File: src/rtl/fp_pkg.sv
// Shared FP arithmetic definitions: operand/result type codes, constants,
// sequencer state encoding and operand classification.
package fp_pkg;

  typedef enum logic [1:0] {
    T_NUM,
    T_NAN,
    T_ZER,
    T_INF
  } fp_type_t;

  localparam int          BIAS = 127;
  localparam logic [31:0] QNAN = 32'h7FFF_FFFF;
  localparam logic [31:0] INF  = 32'h7F80_0000;

  typedef enum logic [2:0] {
    ST_IDLE,
    ST_CLASS,
    ST_DIV,
    ST_NORM,
    ST_ROUND,
    ST_RANGE,
    ST_FINISH
  } state_t;

  // Subnormals are flushed to zero.
  function automatic fp_type_t classify(input logic [7:0] ex, input logic [22:0] frac);
    if (ex == 8'hFF) return (frac == 23'd0) ? T_INF : T_NAN;
    if (ex == 8'h00) return T_ZER;
    return T_NUM;
  endfunction

endpackage

File: src/rtl/fp_mant_divider.sv
// 26-step restoring divider for two 24-bit mantissas; produces q = floor(m1*2^25/m2).
module fp_mant_divider
  import fp_pkg::*;
(
  input  logic        clk,
  input  logic        rst,
  input  logic        start,
  input  logic [23:0] m1,
  input  logic [23:0] m2,
  output logic        busy,
  output logic [25:0] q
);

  logic [24:0] r;
  logic [23:0] d;
  logic [4:0]  cnt;
  logic        active;
  logic [24:0] diff;
  logic        ge;

  assign diff = r - {1'b0, d};
  assign ge   = (r >= {1'b0, d});
  // busy drops during the final step so the caller can leave on that same edge.
  assign busy = active && (cnt != 5'd0);

  always_ff @(posedge clk or posedge rst) begin
    if (rst) begin
      r      <= '0;
      d      <= '0;
      cnt    <= '0;
      active <= 1'b0;
      q      <= '0;
    end else if (start) begin
      r      <= {1'b0, m1};
      d      <= m2;
      cnt    <= 5'd25;
      active <= 1'b1;
      q      <= '0;
    end else if (active) begin
      q[cnt] <= ge;
      // Remainder stays below 2*d, so the shifted value always fits 25 bits.
      r      <= ge ? {diff[23:0], 1'b0} : {r[23:0], 1'b0};
      if (cnt == 5'd0) active <= 1'b0;
      else             cnt    <= cnt - 5'd1;
    end
  end

endmodule

File: src/rtl/float_divider.sv
// Sequential IEEE754 single-precision divider, res = op1 / op2, ready/done handshake:
// ready is a start request sampled only when idle; done pulses one cycle as res updates.
module float_divider
  import fp_pkg::*;
(
  input  logic        clk,
  input  logic        rst,
  input  logic        ready,
  input  logic [31:0] op1,
  input  logic [31:0] op2,
  output logic [31:0] res,
  output logic        done
);

  state_t             state;
  logic               s1, s2;
  logic [7:0]         e1r, e2r;
  logic [23:0]        m1r, m2r;
  fp_type_t           rtype;
  logic signed [9:0]  e;
  logic [23:0]        sig;
  logic               guard;

  fp_type_t           t1, t2, rt_next;
  logic               div_start;
  logic               div_busy;
  logic [25:0]        q;
  logic [24:0]        sig_inc;
  logic [30:0]        body;

  always_comb begin
    t1 = classify(e1r, m1r[22:0]);
    t2 = classify(e2r, m2r[22:0]);
    rt_next = T_NUM;
    if (t1 == T_NAN || t2 == T_NAN || (t1 == T_ZER && t2 == T_ZER) ||
        (t1 == T_INF && t2 == T_INF))
      rt_next = T_NAN;
    else if (t1 == T_INF || t2 == T_ZER)
      rt_next = T_INF;
    else if (t1 == T_ZER || t2 == T_INF)
      rt_next = T_ZER;
  end

  assign div_start = (state == ST_CLASS) && (rt_next == T_NUM);
  assign sig_inc   = {1'b0, sig} + {24'd0, guard};

  always_comb begin
    case (rtype)
      T_ZER:   body = 31'd0;
      T_INF:   body = INF[30:0];
      T_NAN:   body = QNAN[30:0];
      default: body = {e[7:0], sig[22:0]};
    endcase
  end

  fp_mant_divider u_mant (
    .clk   (clk),
    .rst   (rst),
    .start (div_start),
    .m1    (m1r),
    .m2    (m2r),
    .busy  (div_busy),
    .q     (q)
  );

  always_ff @(posedge clk or posedge rst) begin
    if (rst) begin
      state <= ST_IDLE;
      s1    <= 1'b0;
      s2    <= 1'b0;
      e1r   <= '0;
      e2r   <= '0;
      m1r   <= '0;
      m2r   <= '0;
      rtype <= T_NUM;
      e     <= '0;
      sig   <= '0;
      guard <= 1'b0;
      res   <= '0;
      done  <= 1'b0;
    end else begin
      done <= 1'b0;
      case (state)
        ST_IDLE: begin
          if (ready) begin
            s1    <= op1[31];
            s2    <= op2[31];
            e1r   <= op1[30:23];
            e2r   <= op2[30:23];
            m1r   <= {1'b1, op1[22:0]};
            m2r   <= {1'b1, op2[22:0]};
            state <= ST_CLASS;
          end
        end
        ST_CLASS: begin
          rtype <= rt_next;
          // Biased exponent spans -126..380, held as 10-bit signed.
          e     <= $signed({2'b00, e1r}) - $signed({2'b00, e2r}) + $signed(10'(BIAS));
          state <= (rt_next == T_NUM) ? ST_DIV : ST_FINISH;
        end
        ST_DIV: begin
          if (!div_busy) state <= ST_NORM;
        end
        ST_NORM: begin
          if (q[25]) begin
            sig   <= q[25:2];
            guard <= q[1];
          end else begin
            sig   <= q[24:1];
            guard <= q[0];
            e     <= e - 10'sd1;
          end
          state <= ST_ROUND;
        end
        ST_ROUND: begin
          if (sig_inc[24]) begin
            sig <= 24'h80_0000;
            e   <= e + 10'sd1;
          end else begin
            sig <= sig_inc[23:0];
          end
          state <= ST_RANGE;
        end
        ST_RANGE: begin
          if (e <= 10'sd0)        rtype <= T_ZER;
          else if (e >= 10'sd255) rtype <= T_INF;
          state <= ST_FINISH;
        end
        ST_FINISH: begin
          res   <= {s1 ^ s2, body};
          done  <= 1'b1;
          state <= ST_IDLE;
        end
        default: state <= ST_IDLE;
      endcase
    end
  end

endmodule

File: config.mk
export PLATFORM = sky130hd
export DESIGN_NAME = float_divider
export DESIGN_NICKNAME = d
export VERILOG_FILES = /design/src/rtl/fp_pkg.sv /design/src/rtl/fp_mant_divider.sv /design/src/rtl/float_divider.sv
export SDC_FILE = /design/constraint.sdc
export NUM_CORES = 1
export LEC_CHECK = 0
export CORE_MARGIN = 10
export CORE_UTILIZATION = 60
export CTS_CLUSTER_DIAMETER = 30
export DETAILED_ROUTE_END_ITERATION = 10
export MAX_ROUTING_LAYER = met4
export PLACE_DENSITY = 0.82
export REMOVE_ABC_BUFFERS = 1
export SYNTH_ARGS = -nofsm -noshare
export SYNTH_HDL_FRONTEND = slang
export SYNTH_SLANG_ARGS = --single-unit
File: constraint.sdc
create_clock -name clk -period 11.9 [get_ports clk]
set_input_delay 2.38 -clock clk [delete_from_list [all_inputs] [get_ports clk]]
set_output_delay 2.38 -clock clk [all_outputs]
set_load 0.02 [all_outputs]
==> results.md, run 1 <==
* Number of input and output port buffers inserted at 99
* Pin count of the biggest net entering global routing at 149
* Netlist cell types at 79
* Worst clock skew at 18.7 ps
* Layout overhead on the synthesized area at 21.4%
* DR pass1 iterations at 6
* Power per cell area at 354 nW/um2
* Final setup violation count at 0
* Path type of the worst setup path: in -> async
* Hold Path Class: reg -> reg
* Timing-limited maximum frequency at 246 MHz
* Via count of the first global-routing pass at 10,200
* Synth Flop Type: dfrtp_1
* Share of post-route cells with drive strength above 1 at 13.4%
* First-pass GRT wire length at 49,800 um
* Die footprint at 26,800 um2
* Half-perimeter wire length of the detailed placement result at 19,600 um
* Cell row count at 52
* Static leakage at 6.33 nW
* Final routed DRC violation total at 0
* Cell count after synthesis at 1,322
* Final Slew Violations at 0
* Worst Setup End Kind: asynchronous set/reset pin
* Global-route congestion overflow total at 0
* Placeable core region at 20,300 um2
* Effective utilization at floorplan at 61.1%
* Total clock sinks at 219
* TritonCTS buffer count at 44
* Fill cell count at 1,462
* Number of violations of the max-capacitance limit at 0
* Critical Path Start Type: input pin
* Clock network latency to the later pin of the worst-skew pair at 540 ps
* Worst-path maximum fanout at 148
* Flops & latches, synth at 219
* Wire length reported by the detailed router at 30,000 um
* Post-route ant nets at 0
* Result of the run: completed
* Number of hold-repair buffers added at the cts stage at 0
* I/O pin count at 100
* Number of nets in the layout at 1,522
* Total Power at 5.33 mW
* Clock-pin slew on the worst setup and hold paths at 50 ps
* Transition time of the tightest slew-check pin at 1160 ps
* TritonCTS clock tree: yes
* VDD IR max at 213 uV
* Register cell area after layout at 5480 um2
* Summed instance area of the synthesized netlist at 12,400 um2
* Shortest period the worst path allows at 4070 ps
* Die height at 164 um
* Post-route core utilization at 74.2%
* Crit path cell chain: clkdlybuf4s50_1 -> inv_8 -> buf_4
* Cts repair resizes at 0
* Average via count per standard cell at 5.97
* Relative max-transition margin at 22.7%
* Gpl congestion at 0.893
* Final period util at 34.2%
* CTS root buf: clkbuf_16
* Most frequent cells in the layout: 219 x dfrtp_1, 141 x nand2_1, 134 x nor2_1
* Stage delay of the slowest cell on the critical path at 850 ps
* Antenna diode count at 0
* Setup TNS at 0 ps
* Via total after detailed routing at 10,200
* Yosys warning count at 0
* Proportion of synthesized flip-flops having asynchronous set or reset at 100%
* Multi-input gate area in the final layout at 6370 um2
* Die Wd at 164 um
* Buffers from clock root to sink, at most at 3
* Post-synthesis sequential area ratio at 44.2%
* Setup repair after global routing missed its margin: false
* Drt first-iter violations at 710
* Crit path arrival time at 4600 ps
* GRT Total Usage at 22.9%
* Initial antenna violation count at 0
* Leading cell type in the layout, fill and taps excluded: dfrtp_1
* Setup repair bufs after CTS at 0
* Final routed wire length divided by cell count at 17.5 um
* H-tree levels at 2
* Synthesized area per cell at 9.38 um2
* Number of enable-type register cells in the synthesized netlist at 0
* Cell with the largest stage delay on the worst path: buf_4
* WP data required at 12,430 ps
* Number of hold violations in the final report at 0
sequential cells by signal (all words and copies together), names as in the netlist, 2 cells and up:
| signal | cells |
|---|---|
| res | 32 |
| u_mant.q | 26 |
| u_mant.r | 25 |
| m1r | 24 |
| sig | 24 |
| u_mant.d | 24 |
| m2r | 23 |
| e | 10 |
| e1r | 8 |
| e2r | 8 |
| u_mant.cnt | 5 |
| state | 3 |
| rtype | 2 |
synth_stat cells (7+ instances only):
cell type	n	area share, %
a21o_1	12	0.73
dfrtp_1	219	44
or3_1	11	0.56
nor3_1	17	0.69
and2_1	8	0.40
inv_1	62	1.9
mux2_2	63	5.7
xnor2_1	20	1.4
a211oi_2	10	1.0
a31oi_1	7	0.35
nand4_1	14	0.71
and3_1	14	0.71
nor4_1	16	0.81
nor3b_1	20	1.2
nand3b_1	10	0.61
a21oi_1	80	3.2
ha_1	48	4.8
nand3_1	22	0.89
nor2_1	134	4.1
mux2i_1	27	2.2
xor2_1	22	1.6
o21ai_0	113	4.6
clkbuf_1	50	1.5
o31ai_1	32	1.9
o21ai_1	7	0.28
a211oi_1	16	0.97
nand2_1	141	4.3
buf_2	10	0.40
report_power, final:
group,leakage (nW),switching (mW),internal [mW]
Sequential,2.72,0.322,1.10
Combinational,2.85,1.47,1.15
Clock,0.755,0.428,0.860
Total,6.33,2.22,3.11
metal layers:
| metal | GRT usage [%] | share of wire (%) | vias up |
|---|---|---|---|
| met5 | - | 0 | - |
| met4 | 9.02 | 3.3 | 0 |
| met3 | 3.50 | 4.9 | 82 |
| met2 | 38.8 | 50 | 303 |
| met1 | 26.8 | 41 | 4915 |
| li1 | - | - | 4898 |
logic make-up (layout without fill, tap and decap cells):
family / Yosys count / after routing / synth area share, %
xor+xnor: 42 / 42 / 2.97
flops: 219 / 219 / 44.2
mux: 90 / 90 / 7.90
simple gates: 436 / 436 / 16.6
compound gates: 350 / 350 / 18.5
fa+ha+maj: 51 / 51 / 5.33
buf+inv: 134 / 251 / 4.52
metrics by stage:
| stage | area (um2) | hold slack [ps] | worst slack [ps] | instances |
|---|---|---|---|---|
| after floorplan | 12100 | 439 | 1830 | 1250 |
| after global placement | 13500 | 454 | 7260 | 1628 |
| after detailed placement | 13500 | 454 | 7230 | 1628 |
| after CTS | 15100 | 468 | 7760 | 1709 |
| after global routing | 15100 | 493 | 7540 | 1709 |
| final | 15100 | 466 | 7830 | 1709 |
critical path, delay by kind of cell:
kind	cells	cell delay, ps
buffers and inverters	3	2080
worst paths after layout:
check	cells past startpoint	slack, ps	end	startpoint
max in group clk	4	7980	m2r[2]	ready
worst min register to register	1	470	m1r[23]	m1r[23]
worst max-delay path	3	7830	e1r[7]	rst
worst min-delay path	1	470	m1r[23]	m1r[23]
worst max register to register	12	8010	e[9]	state[0]
min in group asynchronous	2	2510	m2r[7]	rst
final cells by class:
type	instances	area share [%]
clock buffer	50	7.66
clock inverter	31	2.78
inverter	62	1.60
multi-input combinational	969	42.3
sequential	219	36.4
tap	270	2.24
timing repair buffer	108	7.03
(Power assumes the default switching activity.)
==> run 2: changes to the inputs <==
--- a/config.mk
+++ b/config.mk
@@ -6,11 +6,11 @@
 export NUM_CORES = 1
 export LEC_CHECK = 0
 export CORE_MARGIN = 10
-export CORE_UTILIZATION = 60
+export CORE_UTILIZATION = 59
 export CTS_CLUSTER_DIAMETER = 30
 export DETAILED_ROUTE_END_ITERATION = 10
 export MAX_ROUTING_LAYER = met4
-export PLACE_DENSITY = 0.82
+export PLACE_DENSITY = 0.81
 export REMOVE_ABC_BUFFERS = 1
 export SYNTH_ARGS = -nofsm -noshare
 export SYNTH_HDL_FRONTEND = slang
==> constraint.sdc (replaced) <==
create_clock -name clk -period 4.2 [get_ports clk]
set_input_delay 0.84 -clock clk [delete_from_list [all_inputs] [get_ports clk]]
set_output_delay 0.84 -clock clk [all_outputs]
set_load 0.02 [all_outputs]
==> run 2 against run 1 <==
Final area shrank 1.0%. Highest routed layer unchanged. Hold slack gained 5.2 ps. Sequential cell count is the same. Utilization shrank 1.2 points. Sequential power grew to 2.9 times the previous value. Sequential share of layout area grew 0.38 points. Register-to-register slack lost 7000 ps. First-iteration DRC count grew 2.5%. Global-route usage shrank 0.49 points. Largest power group unchanged. Clock skew grew 2.6 ps. Count of clock-buffer cells in the layout is the same.
==> results.md, run 2 (same netlist as run 1, synthesis figures left out) <==
* Result of the run: completed
* Number of hold-repair buffers added at the cts stage at 0 (unchanged)
* Antenna diode count at 0 (unchanged)
* Cell row count at 52 (unchanged)
* Registers with the most flip-flops: res: 32 flops, u_mant.q: 26 flops, u_mant.r: 25 flops
* Setup repair after global routing missed its margin: false
* Wire length reported by the detailed router at 29,200 um (-2.6%)
* Number of input and output port buffers inserted at 99 (unchanged)
* Number of nets in the layout at 1,526 (+0.26%)
* TritonCTS clock tree: yes
* Path type of the worst setup path: reg -> reg
* Via count of the first global-routing pass at 10,100 (-0.89%)
* Timing-limited maximum frequency at 313 MHz
* Global-route congestion overflow total at 0 (unchanged)
* Layout overhead on the synthesized area at 20.2%
* Die footprint at 27,200 um2 (+1.5%)
* Post-route ant nets at 0 (unchanged)
* Final Slew Violations at 0 (unchanged)
* Most frequent cells in the layout: 219 x dfrtp_1, 141 x nand2_1, 134 x nor2_1
* Setup repair bufs after CTS at 0 (unchanged)
* Critical Path Start Type: register
* Half-perimeter wire length of the detailed placement result at 20,000 um (+2.3%)
* I/O pin count at 100 (unchanged)
* Average via count per standard cell at 5.91 (-0.92%)
* CTS root buf: clkbuf_16
* Static leakage at 6.27 nW (-1.0%)
* Pin count of the biggest net entering global routing at 119 (-20%)
* Transition time of the tightest slew-check pin at 1220 ps (+60.3 ps)
* Final period util at 76.1%
* GRT Total Usage at 22.4% (-0.49 points)
* Die Wd at 165 um (+0.74%)
* Shortest period the worst path allows at 3200 ps
* Final routed wire length divided by cell count at 17.1 um (-2.7%)
* Final routed DRC violation total at 0 (unchanged)
* Setup TNS at 0 ps (unchanged)
* Drt first-iter violations at 728 (+2.5%)
* Worst clock skew at 21.3 ps (+2.57 ps)
* Die height at 165 um (+0.74%)
* TritonCTS buffer count at 42 (-4.5%)
* Number of violations of the max-capacitance limit at 0 (unchanged)
* Total Power at 14.6 mW (+170%)
* Gpl congestion at 0.882 (-1.2%)
* Cts repair resizes at 0 (unchanged)
* DR pass1 iterations at 7 (+1)
* First-pass GRT wire length at 49,400 um (-0.83%)
* Placement-stage worst setup slack at 1010 ps (-6220 ps)
* Leading cell type in the layout, fill and taps excluded: dfrtp_1
* Power per cell area at 979 nW/um2 (+180%)
* Via total after detailed routing at 10,100 (-0.86%)
* VDD IR max at 586 uV (+170%)
* Max reg flops at 32 (unchanged)
* Hold Path Class: reg -> reg
* Placeable core region at 20,400 um2 (+0.64%)
* WP data required at 4610 ps (-7820 ps)
* Relative max-transition margin at 18.9% (-3.7 points)
* H-tree levels at 2 (unchanged)
* Initial antenna violation count at 0 (unchanged)
* Final setup violation count at 0 (unchanged)
* Minimum setup slack among reg-to-reg paths at 1000 ps (-7010 ps)
* Top register by number of flip-flops: res
* Final critical-path setup slack at 1000 ps (-6820 ps)
* Number of hold violations in the final report at 0 (unchanged)
* Total clock sinks at 219 (unchanged)
* Worst-path maximum fanout at 11 (-93%)
* Clock-pin slew on the worst setup and hold paths at 50 ps (about the same)
* Crit path arrival time at 3600 ps (-1000 ps)
* Share of post-route cells with drive strength above 1 at 13.3% (-0.079 points)
* Worst Setup End Kind: register
* Buffers from clock root to sink, at most at 3 (unchanged)
* Effective utilization at floorplan at 60.7% (-0.39 points)
* Clock network latency to the later pin of the worst-skew pair at 530 ps (about the same)
[run 2: changes by cell type in the layout (fill, tap and decap cells not counted), sizes merged]
| cell | change |
|---|---|
| bufinv | -5 |
| inv | -3 |
| buf | +6 |
| clkinv | +3 |
[run 2: area by class of cell]
| type | instances | area [um2] |
|---|---|---|
| clock buffer | 50 | 1110 |
| clock inverter | 26 | 234 |
| fill | 1492 | 5530 |
| inverter | 62 | 240 |
| multi-input combinational | 969 | 6370 |
| sequential | 219 | 5480 |
| tap | 270 | 338 |
| timing repair buffer | 114 | 1130 |
[run 2: metal layers]
| metal | up-vias | global-route usage (%) | part of all wire (%) |
|---|---|---|---|
| met5 | - | - | 0 |
| met4 | 0 | 8.01 | 2.5 |
| met3 | 58 | 2.96 | 5.1 |
| li1 | 4896 | - | - |
| met2 | 266 | 37.9 | 50 |
| met1 | 4890 | 26.9 | 42 |
[run 2: metrics by stage]
step	util (%)	instance area [um2]	cells	hold slack [ps]
floorplan	-	12100	1250	439
global placement	66.3	13600	1634	455
detailed placement	66.3	13600	1634	466
CTS	72.9	14900	1710	477
global route	72.9	14900	1710	491
finish	72.9	14900	1710	471
[run 2: critical path, stage by stage, from the launching register on]
cell and delay (ps):
dfrtp_1 510, nor2_1 80, and2_1 170, inv_1 190, ha_1 270, a21o_1 190, a211oi_1 230, nor2_1 90
o41ai_1 400, o21ai_0 270, mux2i_1 160, o21a_1 180, o32a_1 340
[run 2: power breakdown]
| group | switching [mW] | leakage (nW) | internal [mW] |
|---|---|---|---|
| combinational | 4.06 | 2.89 | 3.28 |
| clock | 1.13 | 0.655 | 2.02 |
| sequential | 0.961 | 2.72 | 3.13 |
| total | 6.15 | 6.27 | 8.43 |
[run 2: path summary, 6_finish.rpt]
check                         start  endpoint  depth (start not counted)
min in group asynchronous       rst    e1r[5]                          2
max in group asynchronous       rst   m2r[20]                          3
hold reg to reg              res[2]    res[2]                          2
setup / recovery           state[0]      e[9]                         12
hold / removal               res[2]    res[2]                          2
setup reg to reg           state[0]      e[9]                         12
==> run 3: changes to the inputs <==
==> constraint.sdc (replaced) <==
create_clock -name clk -period 3.05 [get_ports clk]
set_input_delay 0.61 -clock clk [delete_from_list [all_inputs] [get_ports clk]]
set_output_delay 0.61 -clock clk [all_outputs]
set_load 0.02 [all_outputs]
==> run 3 against run 2 <==
Routed wire length increased by 3.4%. Sequential share of layout area fell by 0.99 points. Fmax increased by 8.9%. Clock power grew 61%. Register-to-register slack worse by 890 ps. Final area increased by 2.8%. Critical path type unchanged. Largest cell class unchanged.
==> results.md, run 3 (same netlist as run 1, synthesis figures left out) <==
* Critical Path Start Type: register
* Antenna diode count at 0 (unchanged)
* Transition time of the tightest slew-check pin at 1060 ps (-156 ps)
* Final critical-path setup slack at 116 ps (-889 ps)
* Post-Place Cell Area at 13,700 um2 (+1.2%)
* Hold Path Class: reg -> reg
* Cell row count at 52 (unchanged)
* Relative max-transition margin at 29.3% (+10 points)
* Final setup violation count at 0 (unchanged)
* CTS root buf: clkbuf_16
* DR pass1 iterations at 6 (-1)
* WP data required at 3440 ps (-1170 ps)
* Worst clock skew at 25.8 ps (+4.49 ps)
* Pin count of the biggest net entering global routing at 75 (-37%)
* Shortest period the worst path allows at 2930 ps (-261 ps)
* Clock-pin slew on the worst setup and hold paths at 50 ps (about the same)
* Number of input and output port buffers inserted at 99 (unchanged)
* I/O pin count at 100 (unchanged)
* Launch instance of the worst min-delay path: res[21]
* First-pass GRT wire length at 49,600 um (+0.43%)
* GRT met2 Usage at 38.4% (+0.48 points)
* Placement-stage worst setup slack at 88.9 ps (-920 ps)
* Clock network latency to the later pin of the worst-skew pair at 530 ps (about the same)
* Crit path launch: u_mant.r[12]
* Registers with the most flip-flops: res: 32 flops, u_mant.q: 26 flops, u_mant.r: 25 flops
* Crit path arrival time at 3320 ps (-280 ps)
* Die height at 165 um (unchanged)
* Final period util at 96.2% (+20 points)
* Most utilized layer in the global route result: met2
* Post-layout instance area at 15,300 um2 (+2.8%)
* Placeable core region at 20,400 um2 (unchanged)
* Hold WS at 469 ps (-2.43 ps)
* Gpl congestion at 0.886 (+0.45%)
* Global-route congestion overflow total at 0 (unchanged)
* Switching share of power at 41.0% (-1.2 points)
* Total clock sinks at 219 (unchanged)
* Number of violations of the max-capacitance limit at 0 (unchanged)
* Number of cells in the design after placement at 1,652 (+1.1%)
* Setup TNS at 0 ps (unchanged)
* GRT Total Usage at 22.6% (+0.25 points)
* TritonCTS buffer count at 43 (+2.4%)
* Total Power at 21.2 mW (+45%)
* Final Slew Violations at 0 (unchanged)
* Drt first-iter violations at 744 (+2.2%)
* Most frequent cells in the layout: 219 x dfrtp_1, 141 x nand2_1, 134 x nor2_1
* Clock network power share at 23.9% (+2.3 points)
* Setup repair bufs after CTS at 0 (unchanged)
* Layout overhead on the synthesized area at 23.5%
* Met3 demand-to-capacity share in global routing at 3.41% (+0.45 points)
* FF-to-FF Start: u_mant.r[12]
* TritonCTS clock tree: yes
* Die footprint at 27,200 um2 (unchanged)
* Final routed DRC violation total at 0 (unchanged)
* Path type of the worst setup path: reg -> reg
* Setup repair after global routing missed its margin: true
* Internal Dissipation at 12.5 mW (+48%)
* Power per cell area at 1380 nW/um2 (+42%)
* Max reg flops at 32 (unchanged)
* Worst-path maximum fanout at 15 (+4)
* VDD IR max at 847 uV (+45%)
* Number of hold violations in the final report at 0 (unchanged)
* Timing-limited maximum frequency at 341 MHz (+8.9%)
* Non-Filler Instances at 1,733 (+1.3%)
* Switching power of the nets at 8.69 mW (+41%)
* Sequential power share at 26.2% (-1.8 points)
* Buffers from clock root to sink, at most at 3 (unchanged)
* Top register by number of flip-flops: res
* Post-route core utilization at 74.9% (+2.0 points)
* Die Wd at 165 um (unchanged)
* Wire length reported by the detailed router at 30,200 um (+3.4%)
* Final routed wire length divided by cell count at 17.4 um (+2.1%)
* Via total after detailed routing at 10,200 (+0.63%)
* Result of the run: completed
* Leading cell type in the layout, fill and taps excluded: dfrtp_1
* Relative contribution of combinational cells to total power at 49.9% (-0.4 points)
* Initial antenna violation count at 0 (unchanged)
* Effective utilization at floorplan at 60.7% (unchanged)
* H-tree levels at 2 (unchanged)
* Met1 GRT Util at 27.0% (+0.040 points)
* Worst Setup End Kind: register
* Share of post-route cells with drive strength above 1 at 14.7% (+1.4 points)
* Post-route ant nets at 0 (unchanged)
* Via count of the first global-routing pass at 10,200 (+0.40%)
* Half-perimeter wire length of the detailed placement result at 20,400 um (+1.7%)
* Static leakage at 6.48 nW (+3.4%)
* Average via count per standard cell at 5.87 (-0.70%)
* Number of nets in the layout at 1,546 (+1.3%)
-- run 3: cell count changes in the layout (fill, tap and decap cells not counted), sizes merged --
| cell | delta |
|---|---|
| buf | +18 |
| inv | -3 |
| clkinvlp | -1 |
| clkinv | -4 |
| clkbuf | +5 |
| or2 | +1 |
| bufinv | +7 |
-- run 3: final cells by class --
class                   count  area, um2
flip-flops and latches    219       5480
inverters                  62        240
repair buffers            132       1290
fillers                  1448       5120
well taps                 270        338
clock inverters            25        390
multi-input cells         970       6380
clock buffers              55       1190
-- run 3: final timing paths --
check                      slack (ps)  depth (start not counted)           end
max in group asynchronous        1710                          3        m1r[5]
setup reg to reg                  120                          8  u_mant.r[19]
setup / recovery                  120                          8  u_mant.r[19]
hold reg to reg                   470                          2       res[21]
hold / removal                    470                          2       res[21]
min in group asynchronous         550                          2        m1r[7]
-- run 3: repair_timing --
action | 4_1_cts | 5_1_grt
hold buffers | 0 | 0
endpoints found under the setup margin | 0 | 4
resized for setup | 0 | 1
-- run 3: metal layers --
layer | share of wire, % | wire length (um) | vias up
li1 | - | - | 4945
met1 | 42 | 12700 | 4891
met2 | 50 | 15100 | 292
met3 | 5.2 | 1570 | 46
met4 | 2.4 | 735 | 0
met5 | 0 | 0 | -
-- run 3: power groups by stage --
stage	Sequential, mW	Clock, mW	Combinational [mW]
2_1_floorplan	5.53	0	7.56
3_3_place_gp	5.47	0	9.99
3_5_place_dp	5.54	0	10.3
4_1_cts	5.53	5.14	10.4
5_1_grt	5.73	5.29	11.7
6_report	5.55	5.08	10.6
-- run 3: critical path: stages, from the launching register on --
cell and delay (ps):
dfrtp_1 390, ha_1 380, nand4_2 170, or3_1 430
o41ai_1 420, a211o_1 300, or2_2 390, and3_1 230
o31ai_1 90
